[src/rtl/uart_tx_arbiter_if.sv]
// rtl/uart_tx_arbiter_if.sv - requester and UART transmit handshake bundle for uart_tx_arbiter
interface uart_tx_arbiter_if #(
   parameter int NumPorts = 4
);
   logic [8*NumPorts-1:0] ReqData;
   logic [NumPorts-1:0]   ReqValid;
   logic [NumPorts-1:0]   ReqLast;
   logic [NumPorts-1:0]   ReqReady;
   logic [7:0]            UartDataIn;
   logic                  UartDataInValid;
   logic                  UartDataInReady;
   logic [NumPorts-1:0]   Grant;
   logic                  Busy;

   modport master (
      output ReqData, ReqValid, ReqLast, UartDataInReady,
      input  ReqReady, UartDataIn, UartDataInValid, Grant, Busy
   );

   modport slave (
      input  ReqData, ReqValid, ReqLast, UartDataInReady,
      output ReqReady, UartDataIn, UartDataInValid, Grant, Busy
   );
endinterface

[src/rtl/uart_tx_arbiter.sv]
// rtl/uart_tx_arbiter.sv - message-granular round-robin sharing of one UART transmit channel
// A grant ends on a Last byte, the MaxBurst cap, or IdleTimeout owner-idle cycles.
module uart_tx_arbiter #(
   parameter int NumPorts    = 4,
   parameter int MaxBurst    = 16,
   parameter int IdleTimeout = 1024
) (
   input logic              Clock,
   input logic              Reset,
   uart_tx_arbiter_if.slave bus
);
   localparam int OW = $clog2(NumPorts);
   localparam int BW = $clog2(MaxBurst + 1);
   localparam int IW = $clog2(IdleTimeout + 1);
   localparam logic [OW-1:0] LastPort  = OW'(NumPorts - 1);
   localparam logic [BW-1:0] BurstLast = BW'(MaxBurst - 1);
   localparam logic [IW-1:0] IdleLast  = IW'(IdleTimeout - 1);

   typedef enum logic {
      IDLE,
      LOCKED
   } state_t;

   state_t        state, state_next;
   logic [OW-1:0] owner, owner_next;
   logic [OW-1:0] pointer, pointer_next;
   logic [BW-1:0] byte_count, byte_count_next;
   logic [IW-1:0] idle_count, idle_count_next;
   logic [OW-1:0] pick;
   logic          found;
   logic          owner_valid;
   logic          transfer;
   logic          release_now;

   // Scan downward so the last hit wins: that is the first valid port at or after pointer.
   always_comb begin : arbitrate
      int            idx;
      logic [OW-1:0] sel;
      pick  = '0;
      found = 1'b0;
      idx   = 0;
      sel   = '0;
      for (int i = NumPorts - 1; i >= 0; i--) begin
         idx = int'(pointer) + i;
         if (idx >= NumPorts) begin
            idx = idx - NumPorts;
         end
         sel = OW'(idx);
         if (bus.ReqValid[sel]) begin
            pick  = sel;
            found = 1'b1;
         end
      end
   end

   assign owner_valid = bus.ReqValid[owner];
   assign transfer    = (state == LOCKED) && owner_valid && bus.UartDataInReady;

   always_comb begin : next_state
      state_next      = state;
      owner_next      = owner;
      pointer_next    = pointer;
      byte_count_next = byte_count;
      idle_count_next = idle_count;
      release_now     = 1'b0;
      case (state)
         IDLE: begin
            if (found) begin
               state_next      = LOCKED;
               owner_next      = pick;
               byte_count_next = '0;
               idle_count_next = '0;
            end
         end
         LOCKED: begin
            if (transfer) begin
               byte_count_next = byte_count + 1'b1;
               idle_count_next = '0;
               release_now     = bus.ReqLast[owner] || (byte_count == BurstLast);
            end else if (!owner_valid) begin
               idle_count_next = idle_count + 1'b1;
               release_now     = (idle_count == IdleLast);
            end else begin
               // Owner is offering but the UART stalls: not owner idleness.
               idle_count_next = '0;
            end
            if (release_now) begin
               state_next   = IDLE;
               pointer_next = (owner == LastPort) ? '0 : owner + 1'b1;
            end
         end
         default: state_next = IDLE;
      endcase
   end

   always_comb begin : outputs
      bus.Grant           = '0;
      bus.ReqReady        = '0;
      bus.UartDataIn      = '0;
      bus.UartDataInValid = 1'b0;
      bus.Busy            = 1'b0;
      if (state == LOCKED) begin
         bus.Grant[owner]    = 1'b1;
         bus.ReqReady[owner] = bus.UartDataInReady;
         bus.UartDataIn      = bus.ReqData[{owner, 3'b000} +: 8];
         bus.UartDataInValid = owner_valid;
         bus.Busy            = 1'b1;
      end
   end

   always_ff @(posedge Clock) begin
      if (Reset) begin
         state      <= IDLE;
         owner      <= '0;
         pointer    <= '0;
         byte_count <= '0;
         idle_count <= '0;
      end else begin
         state      <= state_next;
         owner      <= owner_next;
         pointer    <= pointer_next;
         byte_count <= byte_count_next;
         idle_count <= idle_count_next;
      end
   end
endmodule

[src/flat_wrapper.sv]
// flat-port wrapper written by rule: the top's interface ports become plain ports
module uart_tx_arbiter_flat 
#(
   parameter int NumPorts    = 4,
   parameter int MaxBurst    = 16,
   parameter int IdleTimeout = 1024
)
  (Clock, Reset, bus_ReqData, bus_ReqValid, bus_ReqLast, bus_UartDataInReady, bus_ReqReady, bus_UartDataIn, bus_UartDataInValid, bus_Grant, bus_Busy);
  uart_tx_arbiter_if #(.NumPorts(NumPorts)) bus_i ();
  input logic Clock;
  input logic Reset;
  input wire logic [$bits(bus_i.ReqData)-1:0] bus_ReqData;
  input wire logic [$bits(bus_i.ReqValid)-1:0] bus_ReqValid;
  input wire logic [$bits(bus_i.ReqLast)-1:0] bus_ReqLast;
  input wire logic [$bits(bus_i.UartDataInReady)-1:0] bus_UartDataInReady;
  output wire logic [$bits(bus_i.ReqReady)-1:0] bus_ReqReady;
  output wire logic [$bits(bus_i.UartDataIn)-1:0] bus_UartDataIn;
  output wire logic [$bits(bus_i.UartDataInValid)-1:0] bus_UartDataInValid;
  output wire logic [$bits(bus_i.Grant)-1:0] bus_Grant;
  output wire logic [$bits(bus_i.Busy)-1:0] bus_Busy;
  assign bus_i.ReqData = bus_ReqData;
  assign bus_i.ReqValid = bus_ReqValid;
  assign bus_i.ReqLast = bus_ReqLast;
  assign bus_i.UartDataInReady = bus_UartDataInReady;
  assign bus_ReqReady = bus_i.ReqReady;
  assign bus_UartDataIn = bus_i.UartDataIn;
  assign bus_UartDataInValid = bus_i.UartDataInValid;
  assign bus_Grant = bus_i.Grant;
  assign bus_Busy = bus_i.Busy;
  uart_tx_arbiter #(.NumPorts(NumPorts), .MaxBurst(MaxBurst), .IdleTimeout(IdleTimeout)) u_core (.Clock(Clock), .Reset(Reset), .bus(bus_i));
endmodule
[config.mk]
export PLATFORM = sky130hd
export DESIGN_NAME = uart_tx_arbiter_flat
export DESIGN_NICKNAME = d
export VERILOG_FILES = /design/src/rtl/uart_tx_arbiter_if.sv /design/src/rtl/uart_tx_arbiter.sv /design/src/flat_wrapper.sv
export SDC_FILE = /design/constraint.sdc
export NUM_CORES = 1
export LEC_CHECK = 0
export CAP_MARGIN = 25
export CORE_MARGIN = 2
export CORE_UTILIZATION = 45
export CTS_BUF_LIST = sky130_fd_sc_hd__clkbuf_8
export DETAILED_ROUTE_END_ITERATION = 16
export GPL_ROUTABILITY_DRIVEN = 0
export HOLD_SLACK_MARGIN = 0.15
export PLACE_DENSITY = 0.85
export SYNTH_ARGS = -nofsm -noshare
export SYNTH_HDL_FRONTEND = slang
export SYNTH_SLANG_ARGS = --single-unit
[constraint.sdc]
create_clock -name Clock -period 2.4 [get_ports Clock]
set_input_delay 0.72 -clock Clock [delete_from_list [all_inputs] [get_ports Clock]]
set_output_delay 0.72 -clock Clock [all_outputs]
set_load 0.01 [all_outputs]
; Yosys cells after proc, flatten, opt, wreduce, memory -nomap -nowiden
; Index checks and enable logic that the tools add are counted.
; W data, S select, Z words.
[totals]
inputBits = 43
output_inout_bits = 18
regBits = 21
[classes]
n_lt_le_gt_ge = 10
bitwise = 2
n_mux = 45
eq_ne = 5
reduce_logical = 7
addsub = 10
n_shift = 1
[ops]
columns = cell, count
row1 = $mux W11, 3
row2 = $shiftx A32 B6 Y8, 1
row3 = $pmux W11 S2, 1
row4 = $mux W1, 18
row5 = $mux W2, 9
row6 = $lt A2 B3 Y1 const B, 5
row7 = $bmux W1 S2, 6
row8 = $add A11 B1 Y11 const B, 1
row9 = $eq A11 B10 Y1 const B, 1
row10 = $mux W5, 2
row11 = $pmux W5 S2, 1
row12 = $ge A3 B3 Y1 const B, 3
row13 = $mux W4, 2
row14 = $mux W8, 1
row15 = $sub A2 B1 Y2 const B, 4
row16 = $add A2 B2 Y3 const B, 2
row17 = $reduce_and A2 Y1, 3
row18 = $add A5 B1 Y5 const B, 1
row19 = $eq A5 B4 Y1 const B, 1
row20 = $and A4 B4 Y4, 1
row21 = $add A2 B1 Y3 const B, 1
row22 = $ge A2 B3 Y1 const B, 1
row23 = $logic_and A1 B1 Y1, 3
row24 = $add A2 B1 Y2 const B, 1
row25 = 8 further kinds, 8

; Depth between registers and ports, before layout
; Gate-level depths: netlist of the first run.
[depth]
word_depth = 11
depth_mapped = 6
ltp_nobuf = 6

; Least setup slack after synthesis of the first run
; Ideal clock, no wire load.
[synth_path]
path_kind = input to output
start = input port bus_ReqValid[3]
end = output port bus_UartDataInValid
stages = 2
arrival_ps = 1489
t_required_ps = 1680
path_slack_ps = 191
path_buffers = 0
path_cell_list = mux4_2 and2_1
[synth_between]
elab_chain_cells = 3
[synth_lines]
columns = element, line_no
row1 = start: declaration, flat_wrapper.sv:13  ; input wire logic [$bits(bus_i.ReqValid)-1:0] bus_ReqValid;
row2 = $bmux W1 S2, uart_tx_arbiter.sv:56  ; assign owner_valid = bus.ReqValid[owner];
row3 = $mux W1 (implied by the code), uart_tx_arbiter.sv:56
row4 = $mux W1, uart_tx_arbiter.sv:102  ; if (state == LOCKED) begin
row5 = end: declaration, flat_wrapper.sv:18  ; output wire logic [$bits(bus_i.UartDataInValid)-1:0] bus_UartDataInValid;
; Every way passes these cells. The select of a mux whose other input is x is not followed.

; Worst setup path in the final report of the first run
[layout_path]
start = input port bus_ReqData[31]
end = output port bus_UartDataIn[7]
[layout_between]
elab_chain_cells = 2
[layout_lines]
columns = element, line_no
row1 = start: declaration, flat_wrapper.sv:12  ; input wire logic [$bits(bus_i.ReqData)-1:0] bus_ReqData;
row2 = $shiftx A32 B6 Y8, uart_tx_arbiter.sv:105  ; bus.UartDataIn = bus.ReqData[{owner, 3'b000} +: 8];
row3 = $mux W8, uart_tx_arbiter.sv:102
row4 = end: declaration, flat_wrapper.sv:17  ; output wire logic [$bits(bus_i.UartDataIn)-1:0] bus_UartDataIn;
; Every way passes these cells.

==> results of run 1 <==
## cell families (layout without fill, tap and decap cells)
logic type      after synthesis  count (layout)  synth area share
mux                          13              13             0.171
flops                        21              21             0.273
fa+ha+maj                     7               7            0.0568
xor+xnor                      1               1           0.00568
compound gates               36              36             0.171
buf+inv                      13              94            0.0422
simple gates                 75              75             0.281
## worst max path at each step
stage | startpoint | endpoint | slack [ns] | cells past startpoint
after global placement | bus_ReqValid[3] | bus_UartDataInValid | -0.61 | 4
after CTS | bus_ReqValid[1] | bus_UartDataInValid | -0.02 | 4
after global routing | u_core.owner[0]$_SDFFE_PP0P_ | bus_Grant[2] | -0.001 | 6
after floorplan | bus_ReqValid[3] | bus_UartDataInValid | 0.19 | 2
final | bus_ReqData[31] | bus_UartDataIn[7] | 0.02 | 4
after detailed placement | bus_ReqValid[3] | bus_UartDataInValid | -0.64 | 4
## cell usage in the layout (no fill, tap or decap), types with 2 or more instances in the layout
master | netlist | final
a211oi_1 | 3 | 3
a21oi_1 | 11 | 11
a311oi_1 | 6 | 6
a41oi_1 | 3 | 3
and2_1 | 13 | 7
and2_4 | 0 | 6
and3_1 | 6 | 6
buf_2 | 1 | 7
buf_4 | 0 | 26
buf_6 | 2 | 7
clkbuf_8 | 0 | 3
clkdlybuf4s15_1 | 0 | 33
clkdlybuf4s50_1 | 0 | 6
dfxtp_1 | 21 | 19
dfxtp_2 | 0 | 2
dlygate4sd2_1 | 0 | 6
ha_1 | 7 | 7
inv_1 | 3 | 4
mux2i_1 | 2 | 2
mux4_2 | 9 | 9
nand2_1 | 11 | 11
nand2b_1 | 7 | 7
nand3_1 | 9 | 9
nand4_1 | 2 | 2
nor2_1 | 8 | 8
nor2b_1 | 3 | 3
nor3_1 | 4 | 4
nor4_1 | 2 | 2
o21ai_0 | 2 | 2
or2_1 | 3 | 3
## power by group
group	total [mW]	switching (mW)	leakage [nW]	internal (mW)
logic	0.263	0.102	0.759	0.161
registers	0.368	0.0125	0.171	0.355
clock network	0.232	0.118	0.0269	0.114
total	0.863	0.233	0.957	0.630
## state kept, by name, summed over array words and instances (netlist names)
register and cells:
u_core.state 1, u_core.byte_count 5, u_core.owner 2, u_core.idle_count 11, u_core.pointer 2
## through the flow
step           instance area, µm²  setup slack [ns]  total power [mW]
2_1_floorplan                1540             0.191             0.489
3_3_place_gp                 2350            -0.607             0.642
3_5_place_dp                 2350            -0.639             0.651
4_1_cts                      2340           -0.0156             0.852
5_1_grt                      2380          -0.00107             0.907
6_report                     2380            0.0152             0.863
## final cells by class
| class | instances | area (µm²) |
|---|---|---|
| fillers | 273 | 933 |
| repair buffers | 87 | 768 |
| clock inverters | 1 | 3.75 |
| inverters | 3 | 11.3 |
| clock buffers | 3 | 41.3 |
| flip-flops and latches | 21 | 423 |
| well taps | 46 | 57.6 |
| multi-input cells | 132 | 1070 |
## critical path, cell delays in order
cell and delay (ns):
clkdlybuf4s15_2 0.19, mux4_2 0.47, and2_4 0.17, buf_6 0.11
## per-layer routing
layer,vias up,wire [µm],GRT usage
met3,2,152,0.0396
met5,-,0,0
met2,44,2380,0.421
met1,761,1830,0.296
met4,0,6,0.0389
li1,795,-,-
## what timing repair did
action	4_1_cts	5_1_grt
cloned	0	0
resized for setup	128	16
setup endpoints to repair	19	8
==> impl_metrics.xml, run 1 <==
<?xml version="1.0" encoding="UTF-8"?>
<metrics>
  <group name="drt">
    <metric name="drtIter0Drc" unit="">118</metric>
    <metric name="wl_per_cell" unit="µm">14.9</metric>
    <metric name="num_vias" unit="">1602</metric>
    <metric name="viasPerCell" unit="">5.47</metric>
    <metric name="detail_route.first_pass.iterations" unit="">4</metric>
    <metric name="detail_route.wirelength" unit="µm">4370</metric>
    <metric name="ant_nets" unit="">0</metric>
    <metric name="drt_drc_violations_left" unit="">0</metric>
  </group>
  <group name="die">
    <metric name="dieArea" unit="µm²">3910</metric>
    <metric name="die_w" unit="µm">62.6</metric>
    <metric name="fp_rows" unit="">21</metric>
    <metric name="initial_cell_density_of_the_core" unit="">0.466</metric>
    <metric name="core_box_area" unit="µm²">3310</metric>
    <metric name="floorplan.die.height" unit="µm">62.6</metric>
    <metric name="ios" unit="">61</metric>
  </group>
  <group name="placed_design">
    <metric name="place.detailed.instances" unit="">289</metric>
    <metric name="numPortBuffers" unit="">60</metric>
    <metric name="dpl.hpwl" unit="µm">3600</metric>
  </group>
  <group name="sta">
    <metric name="final_slew_viol_count" unit="">0</metric>
    <metric name="finalSetupViolations" unit="">0</metric>
    <metric name="tightest_slew" unit="ns">0.535</metric>
    <metric name="relative_slew_slack" unit="">0.643</metric>
    <metric name="achievable-frequency" unit="MHz">419</metric>
    <metric name="hold_ws" unit="ns">0.482</metric>
    <metric name="timing.final.crit_period" unit="ns">2.38</metric>
    <metric name="setup_tns" unit="ns">0</metric>
    <metric name="fin_crit_sh" unit="">0.994</metric>
    <metric name="hold_violations" unit="">0</metric>
    <metric name="fin_skew" unit="ns">0.00292</metric>
  </group>
  <group name="synthesis">
    <metric name="synth_ff_type" unit="">dfxtp_1</metric>
    <metric name="synth_async_sr_flop_share" unit="">0</metric>
    <metric name="synth_warn" unit="">0</metric>
    <metric name="syn-instance-count" unit="">166</metric>
    <metric name="synth-edff-count" unit="">0</metric>
    <metric name="post-synth-top-count-cell" unit="">dfxtp_1</metric>
    <metric name="yosysSeqAreaShare" unit="">0.273</metric>
    <metric name="syn_avg_cell_area" unit="µm²">9.29</metric>
    <metric name="cells_taking_the_most_area_after_synthesis" unit="">dfxtp_1 27%, mux4_2 13%, ha_1 5.7%, and2_1 5.3%, a21oi_1 3.6%</metric>
    <metric name="ys_types" unit="">46</metric>
    <metric name="yosysTopAreaCell" unit="">dfxtp_1</metric>
    <metric name="net_count_synth" unit="">216</metric>
    <metric name="synth-seq-cells" unit="">21</metric>
    <metric name="synthDominantCellAreaShare" unit="">0.273</metric>
    <metric name="synthesis.area" unit="µm²">1540</metric>
    <metric name="synthTopCellsByCount" unit="">21 x dfxtp_1, 13 x and2_1, 11 x a21oi_1, 11 x nand2_1</metric>
  </group>
  <group name="global_routing">
    <metric name="antenna_found_initial" unit="">0</metric>
    <metric name="grt.overflow.total" unit="">0</metric>
    <metric name="global_route.usage.total" unit="">0.233</metric>
    <metric name="grt_pass1_wl" unit="µm">7410</metric>
    <metric name="first_global_vias" unit="">1604</metric>
    <metric name="grt_start_max_net_pins" unit="">20</metric>
  </group>
  <group name="hold_path">
    <metric name="timing.hold.worst.start" unit="">u_core.byte_count[4]$_SDFFE_PP0P_</metric>
    <metric name="class_of_the_tightest_hold_or_removal_check" unit="">flip-flop to flip-flop</metric>
    <metric name="hold-path-endpoint" unit="">u_core.byte_count[4]$_SDFFE_PP0P_</metric>
    <metric name="whs_path_depth" unit="">2</metric>
  </group>
  <group name="power">
    <metric name="power.ir.vdd_worst" unit="µV">208</metric>
    <metric name="power_leakage" unit="nW">0.957</metric>
    <metric name="power-per-cell-area" unit="nW/µm²">363</metric>
  </group>
  <group name="worst_setup_path">
    <metric name="critical_path_peak_fanout" unit="">1</metric>
    <metric name="setup.worst_path.start_class" unit="">input port</metric>
    <metric name="setup.reg_to_reg.worst_slack" unit="ns">0.37</metric>
    <metric name="worstReg2RegStart" unit="">u_core.owner[0]$_SDFFE_PP0P_</metric>
    <metric name="endpoint_kind" unit="">primary output</metric>
    <metric name="worstSetupPathType" unit="">input port to primary output</metric>
    <metric name="worstReg2RegEnd" unit="">u_core.state$_SDFF_PP0_</metric>
    <metric name="cp.arrival" unit="ns">1.66</metric>
    <metric name="cp.required" unit="ns">1.68</metric>
    <metric name="worst-r2r-cell-count" unit="">7</metric>
  </group>
  <group name="clocking">
    <metric name="postCtsHoldBufs" unit="">0</metric>
    <metric name="cts_htree_levels" unit="">1</metric>
    <metric name="clk_pin_slew_worst_paths" unit="ns">0.07</metric>
    <metric name="postCtsSetupRepairBufs" unit="">0</metric>
    <metric name="worstSkewPairLatency" unit="ns">0.26</metric>
    <metric name="clock_tree.root_cell" unit="">clkbuf_8</metric>
    <metric name="cts_tree" unit="">built</metric>
    <metric name="clock_buffers_created_by_tritoncts" unit="">3</metric>
    <metric name="max-clock-path-buffers" unit="">2</metric>
    <metric name="cts.sinks" unit="">21</metric>
  </group>
  <group name="layout">
    <metric name="layout-drive-gt1-share" unit="">0.275</metric>
    <metric name="non_filler_instance_count_after_layout" unit="">293</metric>
    <metric name="synth_to_final_area_change" unit="%">54.1</metric>
    <metric name="number_of_nets_in_the_layout" unit="">298</metric>
    <metric name="diode_insertion_count_for_antenna_repair" unit="">0</metric>
    <metric name="postLayoutCoreUtil" unit="">0.718</metric>
  </group>
  <group name="flow_run">
    <metric name="maximum_capacitance_violations" unit="">0</metric>
  </group>
  <group name="run_status">
    <metric name="outcome" unit="">finished clean</metric>
  </group>
</metrics>
Power figures use the tool's default switching activity.
==> run 2: changes to the inputs <==
- GPL_TIMING_DRIVEN: default -> 0
- SKIP_CTS_REPAIR_TIMING: default -> 1
==> run 2 against run 1 <==
Net effect: clock power decreased by 2%; via count decreased by 1.3%; largest cell class unchanged; critical endpoint is now bus_UartDataInValid; sequential share of layout area rose by 0.11 points; count of clock-buffer cells in the layout unchanged; fmax increased by 0.74%; highest routed layer unchanged; critical path type unchanged; sequential power about the same.
==> impl_metrics.xml, run 2 (same netlist as run 1, synthesis figures left out) <==
<?xml version="1.0" encoding="UTF-8"?>
<metrics>
  <group name="worst_setup_path">
    <metric name="timing.critical_path.slowest_cell_delay" unit="ns">0.52</metric>
    <metric name="crit_start" unit="">bus_ReqValid[3]</metric>
    <metric name="setup.reg_to_reg.worst_slack" unit="ns">0.29</metric>
    <metric name="critical_path_peak_fanout" unit="">5</metric>
    <metric name="timing.critical_path.depth" unit="">4</metric>
    <metric name="critical_path.endpoint" unit="">bus_UartDataInValid</metric>
    <metric name="cell_chain_of_the_critical_path" unit="">buf_2 &gt; mux4_2 &gt; and2_4 &gt; clkbuf_2</metric>
    <metric name="slowest_stage" unit="">mux4_2</metric>
    <metric name="endpoint_kind" unit="">primary output</metric>
    <metric name="worst-r2r-cell-count" unit="">6</metric>
    <metric name="cp.required" unit="ns">1.68</metric>
    <metric name="worstReg2RegStart" unit="">u_core.owner[0]$_SDFFE_PP0P_</metric>
    <metric name="cp.arrival" unit="ns">1.65</metric>
    <metric name="worstReg2RegEnd" unit="">u_core.pointer[0]$_SDFFE_PP0P_</metric>
    <metric name="setup.worst_path.start_class" unit="">input port</metric>
    <metric name="critical_path.n_buffers_inverters" unit="">2</metric>
    <metric name="path_delay_family" unit="">multiplexers</metric>
    <metric name="worstSetupPathType" unit="">input port to primary output</metric>
  </group>
  <group name="flow_run">
    <metric name="maximum_capacitance_violations" unit="">0</metric>
  </group>
  <group name="sta">
    <metric name="fin_skew" unit="ns">0.00218</metric>
    <metric name="hold_violations" unit="">0</metric>
    <metric name="hold_ws" unit="ns">0.477</metric>
    <metric name="rsz0062_at_grt" unit="">no</metric>
    <metric name="fin_crit_sh" unit="">0.986</metric>
    <metric name="final_slew_viol_count" unit="">0</metric>
    <metric name="relative_slew_slack" unit="">0.553</metric>
    <metric name="tightest_slew" unit="ns">0.664</metric>
    <metric name="finalSetupViolations" unit="">0</metric>
    <metric name="timing.final.crit_period" unit="ns">2.37</metric>
    <metric name="achievable-frequency" unit="MHz">422</metric>
    <metric name="post-route-worst-setup-slack" unit="ns">0.0326</metric>
    <metric name="setup_tns" unit="ns">0</metric>
  </group>
  <group name="layout">
    <metric name="number_of_nets_in_the_layout" unit="">284</metric>
    <metric name="non_filler_instance_count_after_layout" unit="">279</metric>
    <metric name="layout-drive-gt1-share" unit="">0.227</metric>
    <metric name="diode_insertion_count_for_antenna_repair" unit="">0</metric>
    <metric name="max_flop_register" unit="">u_core.idle_count</metric>
    <metric name="fin_area" unit="µm²">2410</metric>
    <metric name="largest_registers" unit="">u_core.idle_count x11, u_core.byte_count x5</metric>
    <metric name="layout.filler_cells" unit="">238</metric>
    <metric name="most_common_cell_after_layout_fill_and_taps_aside" unit="">dlymetal6s2s_1</metric>
    <metric name="largest_register_ffs" unit="">11</metric>
    <metric name="most-common-layout-cells" unit="">38 x dlymetal6s2s_1, 18 x dfxtp_1, 12 x buf_6, 11 x nand2_1, 11 x a21oi_1</metric>
    <metric name="postLayoutCoreUtil" unit="">0.728</metric>
    <metric name="synth_to_final_area_change" unit="%">56.3</metric>
  </group>
  <group name="run_status">
    <metric name="outcome" unit="">finished clean</metric>
  </group>
  <group name="clocking">
    <metric name="worstSkewPairLatency" unit="ns">0.26</metric>
    <metric name="cts_htree_levels" unit="">1</metric>
    <metric name="cts.sinks" unit="">21</metric>
    <metric name="max-clock-path-buffers" unit="">2</metric>
    <metric name="clock_buffers_created_by_tritoncts" unit="">3</metric>
    <metric name="clock_tree.root_cell" unit="">clkbuf_8</metric>
    <metric name="clk_pin_slew_worst_paths" unit="ns">0.08</metric>
    <metric name="cts_tree" unit="">built</metric>
  </group>
  <group name="die">
    <metric name="fp_rows" unit="">21</metric>
    <metric name="die_w" unit="µm">62.6</metric>
    <metric name="core_box_area" unit="µm²">3310</metric>
    <metric name="initial_cell_density_of_the_core" unit="">0.466</metric>
    <metric name="ios" unit="">61</metric>
    <metric name="floorplan.die.height" unit="µm">62.6</metric>
    <metric name="dieArea" unit="µm²">3910</metric>
  </group>
  <group name="drt">
    <metric name="detail_route.first_pass.iterations" unit="">4</metric>
    <metric name="detail_route.wirelength" unit="µm">4590</metric>
    <metric name="drtIter0Drc" unit="">103</metric>
    <metric name="viasPerCell" unit="">5.67</metric>
    <metric name="drt_drc_violations_left" unit="">0</metric>
    <metric name="wl_met1" unit="µm">1890</metric>
    <metric name="met3RoutedLength" unit="µm">177</metric>
    <metric name="ant_nets" unit="">0</metric>
    <metric name="dr.max_layer_used" unit="">met4</metric>
    <metric name="num_vias" unit="">1581</metric>
    <metric name="wl_per_cell" unit="µm">16.4</metric>
    <metric name="routed-wl-met2" unit="µm">2450</metric>
  </group>
  <group name="global_routing">
    <metric name="first_global_vias" unit="">1602</metric>
    <metric name="grt_start_max_net_pins" unit="">12</metric>
    <metric name="grt.overflow.total" unit="">0</metric>
    <metric name="antenna_found_initial" unit="">0</metric>
    <metric name="grt_pass1_wl" unit="µm">7390</metric>
    <metric name="global_route.usage.total" unit="">0.232</metric>
  </group>
  <group name="placed_design">
    <metric name="dpl_worst_slack" unit="ns">-0.837</metric>
    <metric name="numPortBuffers" unit="">60</metric>
    <metric name="dpl.hpwl" unit="µm">3430</metric>
    <metric name="placed_area" unit="µm²">2200</metric>
    <metric name="place.detailed.instances" unit="">272</metric>
  </group>
  <group name="power">
    <metric name="design_power_total" unit="mW">0.863</metric>
    <metric name="power_leakage" unit="nW">1.23</metric>
    <metric name="power.ir.vdd_worst" unit="µV">279</metric>
    <metric name="power-per-cell-area" unit="nW/µm²">358</metric>
  </group>
  <group name="hold_path">
    <metric name="class_of_the_tightest_hold_or_removal_check" unit="">flip-flop to flip-flop</metric>
  </group>
</metrics>
## run 2: how the worst min path moves through the flow
stage               depth (start not counted)                               from                                end
CTS                                         2  u_core.byte_count[4]$_SDFFE_PP0P_  u_core.byte_count[4]$_SDFFE_PP0P_
global placement                            2  u_core.byte_count[4]$_SDFFE_PP0P_  u_core.byte_count[4]$_SDFFE_PP0P_
global route                                2  u_core.byte_count[4]$_SDFFE_PP0P_  u_core.byte_count[4]$_SDFFE_PP0P_
floorplan                                   2  u_core.byte_count[4]$_SDFFE_PP0P_  u_core.byte_count[4]$_SDFFE_PP0P_
detailed placement                          2  u_core.byte_count[4]$_SDFFE_PP0P_  u_core.byte_count[4]$_SDFFE_PP0P_
finish                                      2  u_core.byte_count[4]$_SDFFE_PP0P_  u_core.byte_count[4]$_SDFFE_PP0P_
## run 2: worst reg2reg max path: cells and delay by family, from the launching register on
kind / cells / cell delay, ns
mux: 2 / 0.85
flops: 1 / 0.38
buf+inv: 2 / 0.32
simple gates: 1 / 0.32
compound gates: 1 / 0.14
## run 2: routing by layer
metal	track usage	up-vias
li1	-	765
met1	0.300	761
met2	0.399	47
met3	0.0378	8
met4	0.0667	0
met5	0	-
## run 2: layout make-up
cell class	instances	area [µm²]	area share
Inverter	3	11.3	0.00467
Buffer	10	87.6	0.0363
Tap cell	46	57.6	0.0239
Clock buffer	3	41.3	0.0171
Multi-Input combinational cell	132	1080	0.448
Sequential cell	21	432	0.179
Clock inverter	1	3.75	0.00156
Timing Repair Buffer	63	698	0.290
## run 2: power breakdown
part	internal (mW)	switching, mW	total, mW
Sequential	0.354	0.0116	0.366
Combinational	0.162	0.108	0.270
Clock	0.114	0.114	0.228
